### src/rtl/cordic_scheduler.sv
`default_nettype none
// ============================================================================
// Module   : cordic_scheduler
// Purpose  : Shares one fixed-latency cordic_engine among N_REQ requesters.
//            Round-robin arbitration issues at most one angle per cycle.
//            A tag delay line follows each operation through the engine and
//            captures its sine/cosine on the right cycle. Results return in
//            issue order through a result FIFO. Issue is credit-limited, so
//            the FIFO can never overflow.
// Ports    : clk_i, rst_n_i        clock, synchronous active-low reset
//            req_valid_i/ready_o   per-requester handshake (ready = one-hot grant)
//            req_angle_i           packed angles, slice i = [i*W +: W]
//            rsp_valid_o/ready_i   response handshake for the FIFO head
//            rsp_id_o/sine_o/cos_o FIFO head contents
//            eng_rst_o             active-high engine reset (= ~rst_n_i)
//            eng_valid_o/angle_o   registered engine inputs
//            eng_sine_i/cos_i      engine outputs
//            busy_o                any op in flight or buffered
// Options  : CORDIC_ANGLE_WRAP_EN  range-reduce the selected angle to [-pi, pi]
// Revision : 1.0  initial release
// ============================================================================
module cordic_scheduler #(
  parameter int N_REQ       = 4,
  parameter int ENG_LATENCY = 26,
  parameter int FIFO_DEPTH  = 8,
  parameter int W           = 24
) (
  input  logic                     clk_i,
  input  logic                     rst_n_i,
  input  logic [N_REQ-1:0]         req_valid_i,
  input  logic [N_REQ*W-1:0]       req_angle_i,
  output logic [N_REQ-1:0]         req_ready_o,
  output logic                     rsp_valid_o,
  input  logic                     rsp_ready_i,
  output logic [$clog2(N_REQ)-1:0] rsp_id_o,
  output logic [W-1:0]             rsp_sine_o,
  output logic [W-1:0]             rsp_cos_o,
  output logic                     eng_rst_o,
  output logic                     eng_valid_o,
  output logic [W-1:0]             eng_angle_o,
  input  logic [W-1:0]             eng_sine_i,
  input  logic [W-1:0]             eng_cos_i,
  output logic                     busy_o
);

  localparam int IDW  = $clog2(N_REQ);
  localparam int PTRW = $clog2(FIFO_DEPTH);
  localparam int CNTW = PTRW + 1;
  // One stage per engine cycle, fed from the issue register so that the
  // tap lines up with the cycle in which the engine presents its result.
  localparam int TAGS = ENG_LATENCY + 1;

  // --------------------------------------------------------------------------
  // State
  // --------------------------------------------------------------------------
  logic [IDW-1:0]  rr_q, rr_d;
  logic            eng_valid_q, eng_valid_d;
  logic [W-1:0]    eng_angle_q, eng_angle_d;
  logic [IDW-1:0]  issue_id_q, issue_id_d;
  logic [TAGS-1:0] tag_v_q;
  logic [IDW-1:0]  tag_id_q [TAGS];
  logic [CNTW-1:0] inflight_q, inflight_d;
  logic [IDW-1:0]  mem_id_q   [FIFO_DEPTH];
  logic [W-1:0]    mem_sine_q [FIFO_DEPTH];
  logic [W-1:0]    mem_cos_q  [FIFO_DEPTH];
  logic [PTRW:0]   wr_ptr_q, wr_ptr_d;
  logic [PTRW:0]   rd_ptr_q, rd_ptr_d;

  // --------------------------------------------------------------------------
  // Combinational signals
  // --------------------------------------------------------------------------
  logic [CNTW-1:0] fifo_count;
  logic [CNTW:0]   occupancy;
  logic            credit_ok;
  logic            grant_any;
  logic [IDW-1:0]  grant_idx;
  logic [IDW:0]    cand;
  logic [W-1:0]    sel_angle;
  logic [W-1:0]    proc_angle;
  logic            capture;
  logic            pop;

  assign eng_rst_o   = ~rst_n_i;
  assign eng_valid_o = eng_valid_q;
  assign eng_angle_o = eng_angle_q;

  // Pointers carry one extra bit, so the difference is the exact fill level.
  assign fifo_count  = wr_ptr_q - rd_ptr_q;
  assign occupancy   = {1'b0, inflight_q} + {1'b0, fifo_count};
  // Every op in flight already owns a FIFO slot: the engine cannot stall.
  assign credit_ok   = (occupancy < (CNTW+1)'(FIFO_DEPTH));

  assign rsp_valid_o = (wr_ptr_q != rd_ptr_q);
  assign rsp_id_o    = mem_id_q[rd_ptr_q[PTRW-1:0]];
  assign rsp_sine_o  = mem_sine_q[rd_ptr_q[PTRW-1:0]];
  assign rsp_cos_o   = mem_cos_q[rd_ptr_q[PTRW-1:0]];
  assign busy_o      = (inflight_q != '0) || rsp_valid_o;

  assign capture     = tag_v_q[TAGS-1];
  assign pop         = rsp_valid_o & rsp_ready_i;

  // --------------------------------------------------------------------------
  // Round-robin arbitration: first valid requester at or above rr_q, wrapping.
  // Held off during reset so nothing is accepted while the block is cleared.
  // --------------------------------------------------------------------------
  always_comb begin
    grant_any = 1'b0;
    grant_idx = '0;
    cand      = '0;
    if (rst_n_i && credit_ok) begin
      for (int k = 0; k < N_REQ; k++) begin
        cand = {1'b0, rr_q} + (IDW+1)'(k);
        if (cand >= (IDW+1)'(N_REQ)) begin
          cand = cand - (IDW+1)'(N_REQ);
        end
        if (!grant_any && req_valid_i[cand[IDW-1:0]]) begin
          grant_any = 1'b1;
          grant_idx = cand[IDW-1:0];
        end
      end
    end
  end

  always_comb begin
    req_ready_o = '0;
    if (grant_any) begin
      req_ready_o = N_REQ'(1) << grant_idx;
    end
  end

  assign sel_angle = req_angle_i[grant_idx*W +: W];

  // --------------------------------------------------------------------------
  // Angle conditioning
  // --------------------------------------------------------------------------
`ifdef CORDIC_ANGLE_WRAP_EN
  localparam logic signed [W-1:0] PI_Q     = W'(6588397);
  localparam logic signed [W-1:0] NEG_PI_Q = -W'(6588397);
  // 2*pi does not fit as a positive W-bit value, but the wrapped result always
  // does, so modulo-2^W arithmetic yields the exact answer.
  localparam logic [W-1:0]        TWO_PI_Q = W'(13176795);

  always_comb begin
    proc_angle = sel_angle;
    if ($signed(sel_angle) > PI_Q) begin
      proc_angle = sel_angle - TWO_PI_Q;
    end else if ($signed(sel_angle) < NEG_PI_Q) begin
      proc_angle = sel_angle + TWO_PI_Q;
    end
  end
`else
  assign proc_angle = sel_angle;
`endif

  // --------------------------------------------------------------------------
  // Next-state logic
  // --------------------------------------------------------------------------
  always_comb begin
    rr_d        = rr_q;
    eng_valid_d = grant_any;
    eng_angle_d = eng_angle_q;
    issue_id_d  = issue_id_q;
    wr_ptr_d    = wr_ptr_q;
    rd_ptr_d    = rd_ptr_q;
    inflight_d  = inflight_q;

    if (grant_any) begin
      rr_d        = (grant_idx == IDW'(N_REQ-1)) ? '0 : grant_idx + 1'b1;
      eng_angle_d = proc_angle;
      issue_id_d  = grant_idx;
    end

    if (capture) begin
      wr_ptr_d = wr_ptr_q + 1'b1;
    end
    if (pop) begin
      rd_ptr_d = rd_ptr_q + 1'b1;
    end

    case ({grant_any, capture})
      2'b10:   inflight_d = inflight_q + 1'b1;
      2'b01:   inflight_d = inflight_q - 1'b1;
      default: inflight_d = inflight_q;
    endcase
  end

  // --------------------------------------------------------------------------
  // Registers
  // --------------------------------------------------------------------------
  always_ff @(posedge clk_i) begin
    if (!rst_n_i) begin
      rr_q        <= '0;
      eng_valid_q <= 1'b0;
      eng_angle_q <= '0;
      issue_id_q  <= '0;
      tag_v_q     <= '0;
      inflight_q  <= '0;
      wr_ptr_q    <= '0;
      rd_ptr_q    <= '0;
      for (int s = 0; s < TAGS; s++) begin
        tag_id_q[s] <= '0;
      end
      for (int e = 0; e < FIFO_DEPTH; e++) begin
        mem_id_q[e]   <= '0;
        mem_sine_q[e] <= '0;
        mem_cos_q[e]  <= '0;
      end
    end else begin
      rr_q        <= rr_d;
      eng_valid_q <= eng_valid_d;
      eng_angle_q <= eng_angle_d;
      issue_id_q  <= issue_id_d;
      inflight_q  <= inflight_d;
      wr_ptr_q    <= wr_ptr_d;
      rd_ptr_q    <= rd_ptr_d;

      tag_v_q     <= {tag_v_q[TAGS-2:0], eng_valid_q};
      tag_id_q[0] <= issue_id_q;
      for (int s = 1; s < TAGS; s++) begin
        tag_id_q[s] <= tag_id_q[s-1];
      end

      if (capture) begin
        mem_id_q[wr_ptr_q[PTRW-1:0]]   <= tag_id_q[TAGS-1];
        mem_sine_q[wr_ptr_q[PTRW-1:0]] <= eng_sine_i;
        mem_cos_q[wr_ptr_q[PTRW-1:0]]  <= eng_cos_i;
      end
    end
  end

endmodule
`default_nettype wire

### config.mk
export PLATFORM = sky130hd
export DESIGN_NAME = cordic_scheduler
export DESIGN_NICKNAME = d
export VERILOG_FILES = /design/src/rtl/cordic_scheduler.sv
export SDC_FILE = /design/constraint.sdc
export NUM_CORES = 1
export LEC_CHECK = 0
export ABC_CLOCK_PERIOD_IN_PS = 15850
export CAP_MARGIN = 20
export CORE_MARGIN = 5
export CORE_UTILIZATION = 61
export DETAILED_ROUTE_END_ITERATION = 12
export GPL_TIMING_DRIVEN = 0
export PLACE_DENSITY = 0.85
export SLEW_MARGIN = 10
export SYNTH_ARGS = -nofsm -noshare
export SYNTH_HDL_FRONTEND = slang
export SYNTH_SLANG_ARGS = --single-unit
### constraint.sdc
create_clock -name clk_i -period 15.85 [get_ports clk_i]
set_clock_uncertainty 0.15 [all_clocks]
set_input_delay 4.755 -clock clk_i [delete_from_list [all_inputs] [get_ports clk_i]]
set_output_delay 4.755 -clock clk_i [all_outputs]
set_load 0.01 [all_outputs]
# Yosys cells after proc, flatten, opt, wreduce, memory -nomap -nowiden
# Memories as Yosys holds them, arrays and structs flattened. A register that Yosys moved wholly into a read port is not among the register bits.
# Cells that the tools add are included.
# totals
ff_bits	68
ramBits	454
input_bits	151
out_inout_bits	82
n_memories	4
# classes
addsub	14
multipliers	1
order_cmp	9
eq_ne	4
shift	2
mux	79
n_bitwise	29
reduce_logical	13
# mem_list
memory	words	width	read_ports	rd_ports_with_merged_regs	wr	line	source
mem_cos_q	8	24	1	1	8	65	logic [W-1:0] mem_cos_q [FIFO_DEPTH];
mem_sine_q	8	24	1	1	8	64	logic [W-1:0] mem_sine_q [FIFO_DEPTH];
tag_id_q	27	2	27	0	27	61	logic [IDW-1:0] tag_id_q [TAGS];
mem_id_q	8	2	1	1	8	63	logic [IDW-1:0] mem_id_q [FIFO_DEPTH];
# ops
operator	count
96-bit by 8-bit indexed part select with 24-bit output	1
2-bit 2-to-1 mux	42
24-bit 2-to-1 mux	2
24-bit OR reduction	2
3-bit 2-to-1 mux	9
1-bit bitwise OR	27
1-bit 2-to-1 mux	20
4-bit by 1-bit adder with 4-bit output, second input constant	3
2-bit by 3-bit < comparator with 1-bit output, second input constant	4
3-bit >= comparator, second input constant	3
1-bit binary-select mux with 2-bit select	4
4-bit case mux with 2 select lines	1
2-bit by 1-bit subtractor with 2-bit output, second input constant	4
2-bit by 2-bit adder with 3-bit output, second input constant	2
4-bit by 4-bit adder with 5-bit output	1
5-bit by 4-bit < comparator with 1-bit output, second input constant	1
2-bit equality test, second input constant	2
1-bit logical AND	4
2-bit by 2-bit multiplier with 4-bit output, second input constant	1
4-bit 2-to-1 mux	1
4-bit inequality test	1
4-bit nonzero test	1
1-bit by 2-bit << shifter with 4-bit output, first input constant	1
4-bit by 1-bit subtractor with 4-bit output, second input constant	1
other kinds (11)	13

# Logic depth before layout (Yosys ltp)
# Gate-level depths: netlist of run 1.
# logic_depth
ltp_word	23
depth_mapped	20
mapped_depth_nobuf	18

# Worst setup path after synthesis of run 1
# No wires, ideal clock.
# synth_timing
path_kind	input to output
startpoint	input req_valid_i[0]
endpoint	output req_ready_o[2]
t_arrival_ns	5.977
required_time_ns	10.945
setup_slack_ns	4.968
path_stages	7
path_buffers	1
path_cell_list	nand2b_1 a221oi_2 o2111ai_2 inv_2 buf_6 ha_1 and2_1
# synth_via
elab_chain_len	18
# synth_rtl
element	line	source
from (decl)	30	input logic [N_REQ-1:0] req_valid_i,
1-bit binary-select mux with 2-bit select	116	if (!grant_any && req_valid_i[cand[IDW-1:0]]) begin
1-bit 2-to-1 mux (not written as such)	116	
1-bit 2-to-1 mux	116	
1-bit 2-to-1 mux	110	if (rst_n_i && credit_ok) begin
1-bit zero test	116	
1-bit logical AND	116	
1-bit 2-to-1 mux	116	
1-bit 2-to-1 mux	110	
[3 not listed]	--	
1-bit 2-to-1 mux	110	
1-bit zero test	116	
1-bit logical AND	116	
2-bit 2-to-1 mux (*)	116	
2-bit 2-to-1 mux (*)	110	
named net grant_idx[1]	76	logic [IDW-1:0] grant_idx;
1-bit by 2-bit << shifter with 4-bit output (*)	127	req_ready_o = N_REQ'(1) << grant_idx;
4-bit 2-to-1 mux (*)	126	if (grant_any) begin
to (decl)	32	output logic [N_REQ-1:0] req_ready_o,
# Mark *: on every way through the listed nets, which the timed path passes. The rest lies on a longest branch. The select of a mux whose other input is x is not followed.

# Worst setup path in the final report of run 1
# layout_timing
startpoint	input req_valid_i[1]
endpoint	output req_ready_o[3]
# The elaborated chain is that of the path after synthesis.

==> results of run 1 <==
==> final cells by class <==
| class | instances | area, um2 | area share |
|---|---|---|---|
| sequential | 525 | 14500 | 0.524 |
| antenna | 2 | 5.00 | 0.000181 |
| clock inverter | 28 | 219 | 0.00791 |
| inverter | 15 | 56.3 | 0.00203 |
| buffer | 116 | 498 | 0.0180 |
| clock buffer | 67 | 1430 | 0.0517 |
| tap | 468 | 586 | 0.0212 |
| timing repair buffer | 247 | 2620 | 0.0945 |
| multi-input combinational | 896 | 7760 | 0.280 |
==> per-stage QoR <==
step / setup slack, ns / utilization
floorplan: 4.97 / -
global placement: 2.99 / 0.699
detailed placement: 3.62 / 0.709
CTS: 3.60 / 0.754
global route: 3.40 / 0.754
finish: 3.57 / 0.754
==> synth_stat cells, types with 2 or more instances <==
cell      number  share of area
and2_1       436           0.12
edfxtp_1     400           0.53
dfxtp_1      125           0.11
mux4_2       100          0.099
and3_1        99          0.027
clkbuf_1      85          0.014
mux2_2        50          0.025
a211oi_1      38          0.013
nand3_1       30         0.0066
o31ai_1       25         0.0082
buf_2         22         0.0048
nor2_1        20         0.0033
ha_1          15         0.0082
inv_1         12         0.0020
nand2_1       11         0.0018
a211oi_2      10         0.0055
a21oi_1       10         0.0022
nand2b_1       7         0.0019
o21ai_0        7         0.0015
xor2_1         7         0.0027
nor3_1         5         0.0011
buf_6          4         0.0020
a21o_1         3        0.00099
buf_1          3        0.00049
inv_2          3        0.00049
xnor2_1        3         0.0012
fa_1           2         0.0018
nand4b_1       2        0.00077
o221ai_1       2        0.00077
==> where the power goes <==
group	internal, mW	switching, mW	leakage [nW]
clock network	0.685	0.508	0.813
registers	1.53	0.0216	4.94
logic	0.105	0.110	4.47
total	2.32	0.639	10.2
==> cell families after synthesis <==
group,after synthesis
AOI/OAI and AO/OA,98
xor gates and xnor gates,10
adders and majority gates,17
buffers and inverters,131
DFF,525
muxes,151
and+or+nand+nor,620
==> worst max path at each step <==
| stage | slack (ns) | end | depth (start not counted) | startpoint |
|---|---|---|---|---|
| floorplan | 4.97 | req_ready_o[2] | 7 | req_valid_i[0] |
| global placement | 2.99 | mem_sine_q[6][21]$_SDFFCE_PN0P_ | 4 | rst_n_i |
| detailed placement | 3.62 | req_ready_o[0] | 8 | req_valid_i[3] |
| CTS | 3.60 | req_ready_o[3] | 9 | req_valid_i[1] |
| global route | 3.40 | req_ready_o[2] | 10 | req_valid_i[1] |
| finish | 3.57 | req_ready_o[3] | 9 | req_valid_i[1] |
==> flip-flops by register name (all words and copies together), names as in the netlist, 4 cells and up, named ones only <==
signal / flops
eng_angle_o: 24
mem_sine_q: 192
tag_id_q: 54
tag_v_q: 27
inflight_q: 4
mem_cos_q: 192
wr_ptr_q: 4
mem_id_q: 16
rd_ptr_q: 4
==> worst reg2reg max path: cells and delay by family (launching register included) <==
family	cells	cell delay, ns
adder cells (fa/ha/maj)	4	1.22
AND/OR/NAND/NOR	4	0.96
AO/OA/AOI/OAI	5	0.85
flip-flops	1	0.66
buffers and inverters	3	0.53
XOR/XNOR	2	0.26
==> cell usage in the layout (no fill, tap or decap), types with 12 or more instances in the layout <==
master and count:
and2_1 436, edfxtp_1 400, clkdlybuf4s50_1 232, dfxtp_1 125, mux4_2 100, and3_1 99
clkbuf_1 95, clkbuf_16 54, mux2_2 50, a211oi_1 38, nand3_1 30, o31ai_1 25
buf_2 22, nor2_1 20, ha_1 15, inv_1 12, clkinv_1 12
==> metal layers <==
layer	global-route usage	wire length, um	up-vias
met2	0.481	28800	789
met1	0.352	20500	7040
met5	0	28	-
met4	0.0966	2050	4
li1	-	-	6317
met3	0.0574	5310	148
==> metrics.yaml, run 1 <==
fp-row-count: 70
crit_family: "buffers and inverters"
fin_setup_tns_ns: 0
nets: 2021
r2r_cells: 18
worstPathCellList: "clkdlybuf4s50_1, nand2b_1, a221oi_2, o2111ai_2, inv_2, buf_6, ha_1, and2_1, clkdlybuf4s50_1"
io_buffers: 232
async_flop_share: 0
final_design_area_no_fill_um2: 27700
syn_inst: 1552
cts_tree: "done"
critPathKind: "input port to output pin"
first_pass_iters: 6
wl_per_cell_um: 24.0
post-place-cells: 2267
die_w_um: 203
dp_hpwl_mm: 37.6
hp-class: "flop to flop"
cpPeakStageDelay_ns: 0.58
grt_setup_unrepaired: "false"
cts.htree.levels: 2
fin_cells: 2364
drt-vias-per-instance: 6.05
power_mw: 2.96
ir_drop_uv: 72.5
area_growth_pct: 21.7
ys_ff_latch: 525
synth_nets: 1720
drv_cap: 0
vias: 14300
worstHoldEndpoint: "tag_v_q[25]$_SDFF_PN0_"
synth_ff_type: "edfxtp_1"
crit_top_cell: "clkdlybuf4s50_1"
grt_max_degree: 51
layout-drive-gt1-share: 0.155
initial_core_util: 0.620
outcome: "complete, no violations"
setup_violations: 0
fin_crit_ns: 12.28
syn_avg_cell_area_um2: 14.7
cp.required_ns: 10.95
drt_iter0_drc: 1337
synth_xor_area_frac: 0.00385
wl_mm: 56.7
die_h_um: 203
synth_top_family_by_area: "simple AND/OR/NAND/NOR gates"
ctsResizeCount: 0
fin_crit_sh: 0.775
cp-start-kind: "input port"
cts_buffers: 52
drtAntennaViolNets: 0
critPathArrivalTime_ns: 7.38
grt_pass1_vias: 15300
rr_startpoint: "wr_ptr_q[1]$_SDFFE_PN0P_"
die-area_um2: 41300
drc: 0
cts_root_buffer: "clkbuf_16"
fmax_mhz: 81.4
reg2reg_to: "inflight_q[3]$_SDFFE_PN0P_"
holdWs_ns: 0.279
seq_area_frac_synth: 0.638
slowest_stage: "clkdlybuf4s50_1"
synth_compound_gate_area_share: 0.0335
ctsHoldBuffers: 0
synth_area_um2: 22800
yosys.area_share.simple: 0.166
fill_cells: 2134
critPathBufInv: 4
coreArea_um2: 36700
grt_pass1_wl_mm: 88.4
cts_sinks: 525
clk_pin_slew_worst_paths_ns: 0.06
cellPowerDensity_nw_per_um2: 107
cts_setup_buffers: 0
yosys_warnings: 0
antenna_found_initial: 4
yosys-mux-area-fraction: 0.124
slew-limit-headroom: 0.397
worst_pin_slew_ns: 0.902
placed_cell_area_um2: 26000
hold_depth: 1
synth_cell_type_count: 45
endpoint_kind: "output pin"
regToRegSetupSlack_ns: 11.15
num_io_pins: 233
min_from: "tag_v_q[24]$_SDFF_PN0_"
path_max_fanout: 11
finalHoldViolCount: 0
clockBufferDepth: 3
synthAdderAreaFrac: 0.0100
clk_latency_ns: 0.56
gr-usage-all-layers: 0.277
gp_congestion: 0.947
leakage_nw: 10.2
grt.overflow.total: 0
synth_edf_count: 400
slew_viol_final: 0
(Power assumes the default switching activity.)
==> inputs of run 2 (changes only) <==
--- a/config.mk
+++ b/config.mk
@@ -5,13 +5,13 @@
 export SDC_FILE = /design/constraint.sdc
 export NUM_CORES = 1
 export LEC_CHECK = 0
-export ABC_CLOCK_PERIOD_IN_PS = 15850
+export ABC_CLOCK_PERIOD_IN_PS = 11500
 export CAP_MARGIN = 20
 export CORE_MARGIN = 5
-export CORE_UTILIZATION = 61
+export CORE_UTILIZATION = 57
 export DETAILED_ROUTE_END_ITERATION = 12
 export GPL_TIMING_DRIVEN = 0
-export PLACE_DENSITY = 0.85
+export PLACE_DENSITY = 0.8
 export SLEW_MARGIN = 10
 export SYNTH_ARGS = -nofsm -noshare
 export SYNTH_HDL_FRONTEND = slang
==> constraint.sdc (replaced) <==
create_clock -name clk_i -period 11.5 [get_ports clk_i]
set_clock_uncertainty 0.15 [all_clocks]
set_input_delay 3.45 -clock clk_i [delete_from_list [all_inputs] [get_ports clk_i]]
set_output_delay 3.45 -clock clk_i [all_outputs]
set_load 0.01 [all_outputs]
==> run 2 against run 1 <==
  * Sequential cell count stayed put
  * Global-route usage is 2.0 points lower
  * Combinational power is 40% higher
  * Hold slack worse by 0.0013 ns
  * Highest routed layer unchanged
  * Power is 37% higher
  * Die area is 6.7% higher
  * Via count is 2.2% lower
  * Routed wire length is 0.11% higher
==> metrics.yaml, run 2 (synthesis gave the netlist of run 1 again) <==
leakage_nw: 10.2  # about the same
cts.htree.levels: 2  # unchanged
cp-start-kind: "input port"
grt_pass1_vias: 15100  # -1.0%
drv_cap: 0  # unchanged
fmax_mhz: 102
dp_hpwl_mm: 37.9  # +0.86%
outcome: "complete, no violations"
min_from: "tag_id_q[0][44]$_SDFF_PN0_"
slew_viol_final: 0  # unchanged
ir_drop_uv: 100  # +38%
fin_crit_ns: 9.78
gr-usage-all-layers: 0.258  # -0.0199
num_io_pins: 233  # unchanged
setup_violations: 0  # unchanged
fin_setup_tns_ns: 0  # unchanged
clk_pin_slew_worst_paths_ns: 0.06  # about the same
hp-class: "flop to flop"
grt.overflow.total: 0  # unchanged
critPathBufInv: 4  # unchanged
nets: 2018  # -0.15%
final_design_area_no_fill_um2: 27800  # +0.52%
drt_iter0_drc: 1181  # -12%
clk_latency_ns: 0.56  # about the same
ctsHoldBuffers: 0  # unchanged
drt-vias-per-instance: 5.79  # -4.2%
cts_tree: "done"
cts_buffers: 50  # -3.8%
cpPeakStageDelay_ns: 0.61  # +0.03 ns
endpoint_kind: "output pin"
cts_setup_buffers: 0  # unchanged
layout-drive-gt1-share: 0.154  # -0.00146
antenna_found_initial: 5  # +1
io_buffers: 232  # unchanged
most-common-layout-cells: "and2_1 (436), edfxtp_1 (400), clkdlybuf4s50_1 (232)"
top_regs: "mem_cos_q x192, mem_sine_q x192, tag_id_q x54"
finalHoldViolCount: 0  # unchanged
cts_root_buffer: "clkbuf_16"
final_common_cell: "and2_1"
fin_crit_sh: 0.850
critPathKind: "input port to output pin"
area_growth_pct: 22.3
vias: 14000  # -2.2%
wl_mm: 56.8  # +0.11%
worstPathCellList: "clkdlybuf4s50_1, nand2b_1, a221oi_2, o2111ai_2, inv_2, buf_6, ha_1, and2_1, clkdlybuf4s50_1"
rr_startpoint: "wr_ptr_q[1]$_SDFFE_PN0P_"
drc: 0  # unchanged
die_w_um: 210  # +3.3%
die_h_um: 210  # +3.3%
drtAntennaViolNets: 0  # unchanged
crit_start: "req_valid_i[1]"
grt_setup_unrepaired: "false"
first_pass_iters: 5  # -1
clockBufferDepth: 3  # unchanged
cellPowerDensity_nw_per_um2: 146  # +37%
worst_pin_slew_ns: 0.975  # +0.0739 ns
placed_cell_area_um2: 26200  # +0.67%
critPathArrivalTime_ns: 6.18  # -1.20 ns
crit_top_cell: "clkdlybuf4s50_1"
ctsResizeCount: 0  # unchanged
slew-limit-headroom: 0.346  # -0.0506
initial_core_util: 0.574  # -0.0460
gp_congestion: 0.911  # -3.8%
coreArea_um2: 39600  # +8.0%
slowest_stage: "clkdlybuf4s50_1"
fp-row-count: 73  # +4.3%
cp.required_ns: 7.90  # -3.05 ns
grt_pass1_wl_mm: 87.7  # -0.83%
wl_per_cell_um: 23.5  # -1.9%
grt_max_degree: 36  # -29%
crit_family: "buffers and inverters"
die-area_um2: 44000  # +6.7%
cts_sinks: 525  # unchanged
path_max_fanout: 11  # unchanged
## run 2: cell count changes in the layout (fill, tap and decap cells not counted), sizes merged
cell	change
clkinv	-11
inv	-1
buf	-1
clkbuf	+5
## run 2: path summary, 6_finish.rpt
| check | to | slack [ns] | cells after the start |
|---|---|---|---|
| setup / recovery | req_ready_o[3] | 1.72 | 9 |
| hold / removal | tag_id_q[0][46]$_SDFF_PN0_ | 0.28 | 1 |
| setup reg to reg | inflight_q[3]$_SDFFE_PN0P_ | 6.75 | 18 |
| hold reg to reg | tag_id_q[0][46]$_SDFF_PN0_ | 0.28 | 1 |
## run 2: layer usage
| metal | vias up | part of all wire | global-route usage | routed length [um] |
|---|---|---|---|---|
| li1 | 6298 | - | - | - |
| met1 | 6918 | 0.38 | 0.328 | 21600 |
| met2 | 631 | 0.51 | 0.444 | 28800 |
| met3 | 126 | 0.084 | 0.0613 | 4760 |
| met4 | 6 | 0.028 | 0.0758 | 1600 |
| met5 | - | 0.00095 | 0 | 54 |
## run 2: power by group
group	switching, mW	internal, mW	total [mW]
clock network	0.682	0.948	1.63
logic	0.152	0.149	0.301
registers	0.0291	2.11	2.14
total	0.863	3.21	4.07
## run 2: cell type report
type	count	area, um2
antenna	2	5.00
buffer	116	498
clock buffer	72	1460
clock inverter	16	158
fill	2607	11800
inverter	15	56.3
multi-input combinational	896	7780
sequential	525	14500
tap	525	657
timing repair buffer	246	2700
## run 2: worst reg2reg max path, delay by kind of cell (launching register included)
kind / cells / cell delay, ns
XOR/XNOR: 2 / 0.28
AND/OR/NAND/NOR: 4 / 1.00
flip-flops: 1 / 0.65
buffers and inverters: 3 / 0.56
adder cells (fa/ha/maj): 4 / 1.23
AO/OA/AOI/OAI: 5 / 0.82
## run 2: through the flow
| step | power [mW] | instances | hold WS [ns] | utilization | setup slack, ns |
|---|---|---|---|---|---|
| 6_report | 4.07 | 2413 | 0.277 | 0.702 | 1.72 |
| 3_3_place_gp | 2.47 | 2309 | 0.266 | 0.649 | -0.288 |
| 3_5_place_dp | 2.48 | 2323 | 0.267 | 0.661 | 1.73 |
| 2_1_floorplan | 2.30 | 1552 | 0.262 | - | 3.23 |
| 5_1_grt | 4.19 | 2413 | 0.294 | 0.702 | 1.61 |
| 4_1_cts | 4.09 | 2411 | 0.280 | 0.702 | 1.72 |
